$ cat config.mk
export PLATFORM = sky130hd
export DESIGN_NAME = hazard_stall_controller
export DESIGN_NICKNAME = d
export VERILOG_FILES = /design/src/rtl/hazard_stall_controller_pkg.sv /design/src/rtl/hazard_stall_controller_mul_wait_counter.sv /design/src/rtl/hazard_stall_controller.sv
export SDC_FILE = /design/constraint.sdc
export NUM_CORES = 1
export LEC_CHECK = 0
export ABC_AREA = 1
export CELL_PAD_IN_SITES_DETAIL_PLACEMENT = 1
export CELL_PAD_IN_SITES_GLOBAL_PLACEMENT = 2
export CORE_ASPECT_RATIO = 1.5
export CORE_MARGIN = 2
export CORE_UTILIZATION = 19
export DETAILED_ROUTE_END_ITERATION = 8
export GPL_ROUTABILITY_DRIVEN = 0
export MAX_ROUTING_LAYER = met4
export PLACE_DENSITY = 0.87
export SLEW_MARGIN = 40
export SYNTH_ARGS = -nofsm -noshare
export SYNTH_HDL_FRONTEND = slang
export SYNTH_SLANG_ARGS = --single-unit
$ cat constraint.sdc
create_clock -name Clk -period 2.4 [get_ports Clk]
set_input_delay 0.48 -clock Clk [delete_from_list [all_inputs] [get_ports Clk]]
set_output_delay 0.48 -clock Clk [all_outputs]
set_load 0.005 [all_outputs]
$ cat src/rtl/hazard_stall_controller_pkg.sv
// Shared types and constants for the hazard/stall controller and its multiply counter.
package hazard_stall_controller_pkg;

    typedef enum logic [0:0] {
        RUN      = 1'b0,
        MUL_WAIT = 1'b1
    } state_e;

    localparam int unsigned CNT_W = 4;

    localparam logic [1:0] FWD_REG = 2'b00;
    localparam logic [1:0] FWD_WB  = 2'b01;
    localparam logic [1:0] FWD_MEM = 2'b10;

    // The youngest producer (EX) wins over the older one (MEM).
    function automatic logic [1:0] fwd_sel(logic ex_hit, logic mem_hit);
        if (ex_hit) begin
            return FWD_MEM;
        end else if (mem_hit) begin
            return FWD_WB;
        end
        return FWD_REG;
    endfunction

endpackage

$ cat src/rtl/hazard_stall_controller_mul_wait_counter.sv
// Down-counter tracking the remaining EX hold cycles of a multi-cycle multiply.
module mul_wait_counter
    import hazard_stall_controller_pkg::*;
(
    input  logic             clk_i,
    input  logic             rst_i,
    input  logic             load_i,
    input  logic [CNT_W-1:0] load_val_i,
    input  logic             dec_i,
    output logic             done_o
);

    logic [CNT_W-1:0] cnt_q, cnt_d;

    always_comb begin
        cnt_d = cnt_q;
        if (load_i) begin
            cnt_d = load_val_i;
        end else if (dec_i && (cnt_q != '0)) begin
            cnt_d = cnt_q - 1'b1;
        end
    end

    always_ff @(posedge clk_i or posedge rst_i) begin
        if (rst_i) begin
            cnt_q <= '0;
        end else begin
            cnt_q <= cnt_d;
        end
    end

    assign done_o = (cnt_q == '0);

endmodule

$ cat src/rtl/hazard_stall_controller.sv
// Pipeline stall/flush/bubble sequencing plus multiply hold for the 5-stage datapath.
// Define HAZARD_FORWARDING_EN to enable registered ALU operand forwarding selects.
module hazard_stall_controller
    import hazard_stall_controller_pkg::*;
#(
    parameter int unsigned MUL_LATENCY = 4,
    parameter int unsigned REG_ADDR_W  = 5
) (
    input  logic                  Clk,
    input  logic                  Rst,
    input  logic [REG_ADDR_W-1:0] ID_Rs,
    input  logic [REG_ADDR_W-1:0] ID_Rt,
    input  logic                  ID_UsesRt,
    input  logic [REG_ADDR_W-1:0] EX_Rd,
    input  logic                  EX_RegWrite,
    input  logic                  EX_MemRead,
    input  logic                  EX_IsMul,
    input  logic [REG_ADDR_W-1:0] MEM_Rd,
    input  logic                  MEM_RegWrite,
    input  logic                  PCSrc,
    output logic                  PCWrite,
    output logic                  IFID_Write,
    output logic                  IFID_Flush,
    output logic                  IDEX_Bubble,
    output logic                  EX_Hold,
    output logic                  MulDone,
    output logic [1:0]            ForwardA,
    output logic [1:0]            ForwardB
);

    localparam bit MulMulti = (MUL_LATENCY > 1);
    // The RUN cycle is the first hold cycle, so MUL_WAIT starts counting from latency-2.
    localparam logic [CNT_W-1:0] MulLoad = MulMulti ? CNT_W'(MUL_LATENCY - 2) : '0;

    function automatic logic src_match(logic [REG_ADDR_W-1:0] src, logic [REG_ADDR_W-1:0] dst);
        return (src != '0) && (src == dst);
    endfunction

    logic a_ex, b_ex, a_mem, b_mem;
    logic data_hazard;

    assign a_ex  = src_match(ID_Rs, EX_Rd);
    assign b_ex  = ID_UsesRt && src_match(ID_Rt, EX_Rd);
    assign a_mem = src_match(ID_Rs, MEM_Rd);
    assign b_mem = ID_UsesRt && src_match(ID_Rt, MEM_Rd);

`ifdef HAZARD_FORWARDING_EN
    assign data_hazard = EX_MemRead && EX_RegWrite && (a_ex || b_ex);
`else
    logic unused_ex_mem_read;
    assign unused_ex_mem_read = EX_MemRead;
    // No forwarding: wait until the producer reaches WB (write-first register file).
    assign data_hazard = (EX_RegWrite && (a_ex || b_ex)) || (MEM_RegWrite && (a_mem || b_mem));
`endif

    state_e state_q, state_d;
    logic   cnt_load, cnt_dec, cnt_done;
    logic   pc_write, ifid_write, ifid_flush, idex_bubble, ex_hold, mul_done;

    mul_wait_counter u_mul_wait_counter (
        .clk_i      (Clk),
        .rst_i      (Rst),
        .load_i     (cnt_load),
        .load_val_i (MulLoad),
        .dec_i      (cnt_dec),
        .done_o     (cnt_done)
    );

    always_comb begin
        state_d     = state_q;
        cnt_load    = 1'b0;
        cnt_dec     = 1'b0;
        pc_write    = 1'b1;
        ifid_write  = 1'b1;
        ifid_flush  = 1'b0;
        idex_bubble = 1'b0;
        ex_hold     = 1'b0;
        mul_done    = 1'b0;
        // Reset forces the free-running outputs even though the inputs may still request a hold.
        if (!Rst) begin
            unique case (state_q)
                RUN: begin
                    if (PCSrc) begin
                        ifid_flush  = 1'b1;
                        idex_bubble = 1'b1;
                    end else if (EX_IsMul && MulMulti) begin
                        ex_hold    = 1'b1;
                        pc_write   = 1'b0;
                        ifid_write = 1'b0;
                        cnt_load   = 1'b1;
                        state_d    = MUL_WAIT;
                    end else if (EX_IsMul) begin
                        mul_done = 1'b1;
                    end else if (data_hazard) begin
                        pc_write    = 1'b0;
                        ifid_write  = 1'b0;
                        idex_bubble = 1'b1;
                    end
                end
                MUL_WAIT: begin
                    if (!cnt_done) begin
                        ex_hold    = 1'b1;
                        pc_write   = 1'b0;
                        ifid_write = 1'b0;
                        cnt_dec    = 1'b1;
                    end else begin
                        mul_done = 1'b1;
                        state_d  = RUN;
                    end
                end
            endcase
        end
    end

    always_ff @(posedge Clk or posedge Rst) begin
        if (Rst) begin
            state_q <= RUN;
        end else begin
            state_q <= state_d;
        end
    end

    assign PCWrite     = pc_write;
    assign IFID_Write  = ifid_write;
    assign IFID_Flush  = ifid_flush;
    assign IDEX_Bubble = idex_bubble;
    assign EX_Hold     = ex_hold;
    assign MulDone     = mul_done;

`ifdef HAZARD_FORWARDING_EN
    logic [1:0] fwd_a_q, fwd_a_d, fwd_b_q, fwd_b_d;

    // Selects follow the instruction into EX: cleared for a bubble, frozen while EX holds.
    always_comb begin
        fwd_a_d = fwd_a_q;
        fwd_b_d = fwd_b_q;
        if (idex_bubble) begin
            fwd_a_d = FWD_REG;
            fwd_b_d = FWD_REG;
        end else if (!ex_hold) begin
            fwd_a_d = fwd_sel(EX_RegWrite && a_ex, MEM_RegWrite && a_mem);
            fwd_b_d = fwd_sel(EX_RegWrite && b_ex, MEM_RegWrite && b_mem);
        end
    end

    always_ff @(posedge Clk or posedge Rst) begin
        if (Rst) begin
            fwd_a_q <= FWD_REG;
            fwd_b_q <= FWD_REG;
        end else begin
            fwd_a_q <= fwd_a_d;
            fwd_b_q <= fwd_b_d;
        end
    end

    assign ForwardA = fwd_a_q;
    assign ForwardB = fwd_b_q;
`else
    assign ForwardA = FWD_REG;
    assign ForwardB = FWD_REG;
`endif

endmodule

==> impl_metrics.ini, run 1 <==
[outcome]
status = completed

[clock_network]
clockBufferDepth = 2
clk_latency_ps = 220
cts_tree = yes
htreeDepth = 1
cts_made_buffers = 3
holdBufCountCts = 0
cts-root-buf = clkbuf_8
clk_pin_slew_ps = 40
clock_sinks = 5

[job]
max_cap_violations = 0

[cells_and_area]
nFillCells = 502
drive_above_1_share_pct = 14.0
utilization_pct = 31.6
syn2layout_area_growth_pct = 57.6
fin_nets = 209
regArea_um2 = 125
diodes = 0
multi_input_area_um2 = 503

[detailed_routing]
via_count = 927
drt_pass1_iterations = 4
route.detailed.drc = 0
totalWireLength_um = 2300
ant_nets = 0
via_per_inst = 4.18
post_drt_wl_per_cell_um = 10.3
drt_iter0_drc = 6

[logic_synthesis]
synth_top_area_cell = nand2_1
synthTopCellsByArea = nand2_1 26%, dfrtp_1 17%, inv_1 15%, nor2_1 8.1%, buf_4 5.0%
ys_async_sr_fraction_pct = 100
synth.distinct_cells = 18
ys_seq_area_share_pct = 16.8
synth-seq-cells = 5
synth_common_cells = 51 x nand2_1, 29 x inv_1, 16 x nor2_1, 7 x nand3_1
avgSynthCellArea_um2 = 5.32
synth_top_family_by_area = simple AND/OR/NAND/NOR gates
synth_compound_area_share_pct = 5.71
muxShareOfSynthArea_pct = 0
synth_edf_count = 0
synth.most_common_cell = nand2_1
netlist_instances = 140
synth_simple_gate_area_share_pct = 45.7
synth_top_area_share_pct = 25.7
ys_warn_count = 0
synth_adder_area_share_pct = 1.68
synth_area_um2 = 744
synthXorXnorAreaFrac_pct = 9.41
ys.flop_type = dfrtp_1

[timing]
max_freq_mhz = 434
fin_skew_ps = 0.0401
hold_viol = 0
period_needed_ps = 2300
fin_crit_sh_pct = 96.0
setup_tns_ps = 0
finalMaxSlewViolations = 0
setup_viol = 0
rsz0062_at_grt = yes

[setup_path]
slowest_stage = clkdlybuf4s50_1
r2r_slack_ps = 1020
cp_common_cell = nand2_1
path_max_fanout = 2
startpoint_type = input pin
crit_type = in -> out
critPathCaptureType = primary output
critical_path_arrival_ps = 1820
cpPeakStageDelay_ps = 450
required_ps = 1920
crit_chain = clkdlybuf4s50_1, inv_1, a21oi_2, nand2_1, nor2_2, nand2_1, nand2_1, nand2_1, nand2_2, a21oi_2, dlygate4sd2_1

[global_route]
grt_pass1_vias = 987
grt_usage_pct = 12.0
grt-ovfl-total = 0
grt_pass1_wl_um = 3850
antenna_found_initial = 0
grt_max_degree = 8

[pwr]
intPower_uw = 399
ir_drop_uv = 321
powerDensity_mw_per_mm2 = 550
power.switching_uw = 247
p_leak_uw = 0.000686
swShare_pct = 38.3
pwr-share-seq_pct = 24.4
pwr-share-clk_pct = 24.2
p_comb_share_pct = 51.4

[floorplan]
dieArea_mm2 = 0.00445
num_rows = 27
core_area_mm2 = 0.00372
io_pins = 38
die_x_um = 55.1
dieHeight_um = 80.7
start_util_pct = 20.0

[placed_design]
port_buffers = 32
dpl.hpwl_um = 2080

[hold_path]
hold_class = in -> async
[registers in the layout (all words and copies together), names as in the netlist]
signal	cells
state_q	1
u_mul_wait_counter.cnt_q	4
[power by group through the flow]
| stage | Combinational (uW) | Sequential [uW] | Clock [uW] |
|---|---|---|---|
| finish | 332 | 158 | 156 |
| global route | 382 | 162 | 167 |
| CTS | 337 | 159 | 161 |
| detailed placement | 345 | 158 | 0 |
| global placement | 329 | 152 | 0 |
| floorplan | 191 | 147 | 0 |
[kinds of logic after synthesis]
kind of cell    after synthesis
simple gates                 82
buf+inv                      35
flops                         5
xor+xnor                      8
fa+ha+maj                     1
compound gates                8
other cells                   1
[metal layers]
layer | global-route usage [%] | routed length, um
met1 | 11.0 | 778
met2 | 23.1 | 1340
met3 | 1.67 | 163
met4 | 5.12 | 16
met5 | - | 0
[path summary, 6_finish.rpt]
check / startpoint / end / depth (start not counted)
worst max register to register: u_mul_wait_counter.cnt_q[0]$_DFFE_PP0P_ / u_mul_wait_counter.cnt_q[3]$_DFFE_PP0P_ / 8
worst min register to register: u_mul_wait_counter.cnt_q[0]$_DFFE_PP0P_ / u_mul_wait_counter.cnt_q[0]$_DFFE_PP0P_ / 1
worst max-delay path: ID_UsesRt / IFID_Write / 11
worst min-delay path: Rst / u_mul_wait_counter.cnt_q[0]$_DFFE_PP0P_ / 3
max in group asynchronous: Rst / state_q$_DFFE_PP0N_ / 3
min in group Clk: u_mul_wait_counter.cnt_q[0]$_DFFE_PP0P_ / u_mul_wait_counter.cnt_q[0]$_DFFE_PP0P_ / 1
[what timing repair did]
item                       CTS  global route
setup endpoints to repair    4             3
resized for setup           32             6
pin swaps                    4             3
setup buffers                1             0
[worst max-delay path, delay by kind of cell]
| family | cells | cell delay [ps] |
|---|---|---|
| compound gates | 2 | 150 |
| buf+inv | 3 | 770 |
| simple gates | 6 | 410 |
[final cells by class]
type,instances,share of cell area [%]
inverter,30,9.59
clock buffer,4,3.84
sequential,5,10.7
multi-input combinational,103,42.9
tap,43,4.58
timing repair buffer,37,28.5
[per-stage QoR]
stage	power [uW]	worst slack [ps]	hold WS (ps)	instances	cell area [um^2]
floorplan	338	621	291	143	756
global placement	480	-352	476	217	1120
detailed placement	503	-385	493	217	1120
CTS	657	12.2	442	222	1160
global route	710	-21.9	453	222	1170
finish	646	96.7	442	222	1170
[layout by cell type (no fill, tap or decap)]
| master | n |
|---|---|
| a21oi_1 | 2 |
| a21oi_2 | 2 |
| buf_4 | 5 |
| clkbuf_1 | 1 |
| clkbuf_2 | 1 |
| clkbuf_8 | 3 |
| clkdlybuf4s15_2 | 1 |
| clkdlybuf4s50_1 | 8 |
| conb_1 | 4 |
| dfrtp_1 | 5 |
| dlygate4sd2_1 | 20 |
| dlymetal6s2s_1 | 2 |
| ha_1 | 1 |
| inv_1 | 26 |
| inv_2 | 4 |
| nand2_1 | 50 |
| nand2_2 | 1 |
| nand3_1 | 6 |
| nand3_2 | 3 |
| nand4_1 | 1 |
| nor2_1 | 13 |
| nor2_2 | 5 |
| nor3_1 | 3 |
| o211ai_1 | 1 |
| o21ai_0 | 3 |
| xnor2_1 | 4 |
| xor2_1 | 4 |
(Power assumes the default switching activity.)
==> inputs of run 2 (changes only) <==
--- a/config.mk
+++ b/config.mk
@@ -6,6 +6,7 @@
 export NUM_CORES = 1
 export LEC_CHECK = 0
 export ABC_AREA = 1
+export CAP_MARGIN = 20
 export CELL_PAD_IN_SITES_DETAIL_PLACEMENT = 1
 export CELL_PAD_IN_SITES_GLOBAL_PLACEMENT = 2
 export CORE_ASPECT_RATIO = 1.5
@@ -14,7 +15,7 @@
 export DETAILED_ROUTE_END_ITERATION = 8
 export GPL_ROUTABILITY_DRIVEN = 0
 export MAX_ROUTING_LAYER = met4
-export PLACE_DENSITY = 0.87
+export PLACE_DENSITY_LB_ADDON = 0.12
 export SLEW_MARGIN = 40
 export SYNTH_ARGS = -nofsm -noshare
 export SYNTH_HDL_FRONTEND = slang
==> run 2 against run 1 <==
Effect of this change:
- die area unchanged
- cell count unchanged
- critical path depth unchanged
- power down 1.4%
- sequential share of layout area about the same
- first-iteration DRC count down 67%
- cell area up 0.11%
- largest power group unchanged
==> impl_metrics.ini, run 2 (synthesis results as in run 1) <==
[clock_network]
cts_made_buffers = 3
clockBufferDepth = 2
clock_sinks = 5
cts-root-buf = clkbuf_8
htreeDepth = 1
clk_pin_slew_ps = 30
holdBufCountCts = 0
clk_latency_ps = 220
cts_tree = yes

[cells_and_area]
layout_common_cells = 50 x nand2_1, 26 x inv_1, 17 x dlygate4sd2_1
syn2layout_area_growth_pct = 57.8
largest-register = u_mul_wait_counter.cnt_q
drive_above_1_share_pct = 14.0
largest_reg_flops = 4
nFillCells = 501
final_common_cell = nand2_1
largest_registers = u_mul_wait_counter.cnt_q (4), state_q (1)
fin_nets = 209
diodes = 0
finalNonFillerCells = 222
utilization_pct = 31.6

[floorplan]
die_x_um = 55.1
dieArea_mm2 = 0.00445
start_util_pct = 20.0
core_area_mm2 = 0.00372
dieHeight_um = 80.7
io_pins = 38
num_rows = 27

[timing]
hold_ws_ps = 492
max_freq_mhz = 441
fin_skew_ps = 0.933
hold_viol = 0
setup_tns_ps = 0
rsz0062_at_grt = no
finalMaxSlewViolations = 0
fin_crit_sh_pct = 94.5
period_needed_ps = 2270
setup_viol = 0

[setup_path]
crit_type = in -> out
rr_endpoint = u_mul_wait_counter.cnt_q[3]$_DFFE_PP0P_
path_max_fanout = 2
r2r_slack_ps = 1010
critical_path.startpoint = ID_UsesRt
crit_end = IFID_Write
r2r_start = u_mul_wait_counter.cnt_q[0]$_DFFE_PP0P_
critical_path_arrival_ps = 1790
startpoint_type = input pin
required_ps = 1920
reg2regPathDepth = 8
critPathCaptureType = primary output

[global_route]
antenna_found_initial = 0
grt_max_degree = 8
grt_pass1_vias = 986
grt_usage_pct = 11.4
grt-ovfl-total = 0
grt_pass1_wl_um = 3750

[pwr]
ir_drop_uv = 358
p_leak_uw = 0.000704
powerDensity_mw_per_mm2 = 542
power_uw = 637

[job]
max_cap_violations = 0

[detailed_routing]
drt_iter0_drc = 2
totalWireLength_um = 2280
via_per_inst = 4.16
post_drt_wl_per_cell_um = 10.3
via_count = 924
ant_nets = 0
route.detailed.drc = 0
drt_pass1_iterations = 2

[placed_design]
port_buffers = 32
dpl.hpwl_um = 2120
dp.cells = 218

[outcome]
status = completed

[hold_path]
hold_class = reg -> reg
run 2: cell types whose count changed in the layout (fill, tap and decap cells not counted):
cell	before	now
dlygate4sd2_1	20	17
dlymetal6s2s_1	2	4
clkbuf_2	1	2
nor2_1	13	14
nor2_2	5	4
run 2: layout make-up:
cell class / count / area, um^2 / area share, %
Inverter: 30 / 113 / 9.58
Timing Repair Buffer: 37 / 338 / 28.8
Tap cell: 43 / 53.8 / 4.58
Sequential cell: 5 / 125 / 10.6
Clock buffer: 4 / 45.0 / 3.83
Multi-Input combinational cell: 103 / 500 / 42.6
run 2: critical path: stages:
cell	delay, ps
clkdlybuf4s50_1	450
inv_1	60
a21oi_2	100
nand2_1	70
nor2_2	110
nand2_1	60
nand2_1	60
nand2_1	50
nand2_2	80
a21oi_2	60
clkdlybuf4s15_2	210
run 2: metal layers:
metal	part of all wire (%)	global-route usage (%)	vias to the layer above
met2	62	23.5	16
met1	34	10.4	423
met3	3.7	0.743	2
met4	0.66	2.93	0
met5	0	-	-
li1	-	-	483
run 2: what timing repair did:
action,in CTS,in global routing
pin swaps,3,1
gates resized for setup,31,8
setup buffers,0,0
endpoints found under the setup margin,4,3
run 2: worst min-delay path by stage:
stage                                            start                                      end  slack [ps]  depth (start not counted)
3_5_place_dp   u_mul_wait_counter.cnt_q[0]$_DFFE_PP0P_  u_mul_wait_counter.cnt_q[0]$_DFFE_PP0P_         480                          1
3_3_place_gp   u_mul_wait_counter.cnt_q[0]$_DFFE_PP0P_  u_mul_wait_counter.cnt_q[0]$_DFFE_PP0P_         480                          1
5_1_grt        u_mul_wait_counter.cnt_q[0]$_DFFE_PP0P_  u_mul_wait_counter.cnt_q[0]$_DFFE_PP0P_         500                          1
4_1_cts        u_mul_wait_counter.cnt_q[0]$_DFFE_PP0P_  u_mul_wait_counter.cnt_q[0]$_DFFE_PP0P_         490                          1
2_1_floorplan                                      Rst                      state_q$_DFFE_PP0N_         290                          1
6_report       u_mul_wait_counter.cnt_q[0]$_DFFE_PP0P_  u_mul_wait_counter.cnt_q[0]$_DFFE_PP0P_         490                          1
run 2: power by group:
part           switching (uW)  internal, uW
combinational             174           156
clock                    38.0           114
sequential               28.5           126
total                     241           396
run 2: through the flow:
stage          setup slack [ps]  area (um^2)
6_report                    132         1170
3_3_place_gp               -353         1130
4_1_cts                   0.994         1170
2_1_floorplan               621          756
3_5_place_dp               -406         1130
5_1_grt                    6.73         1170
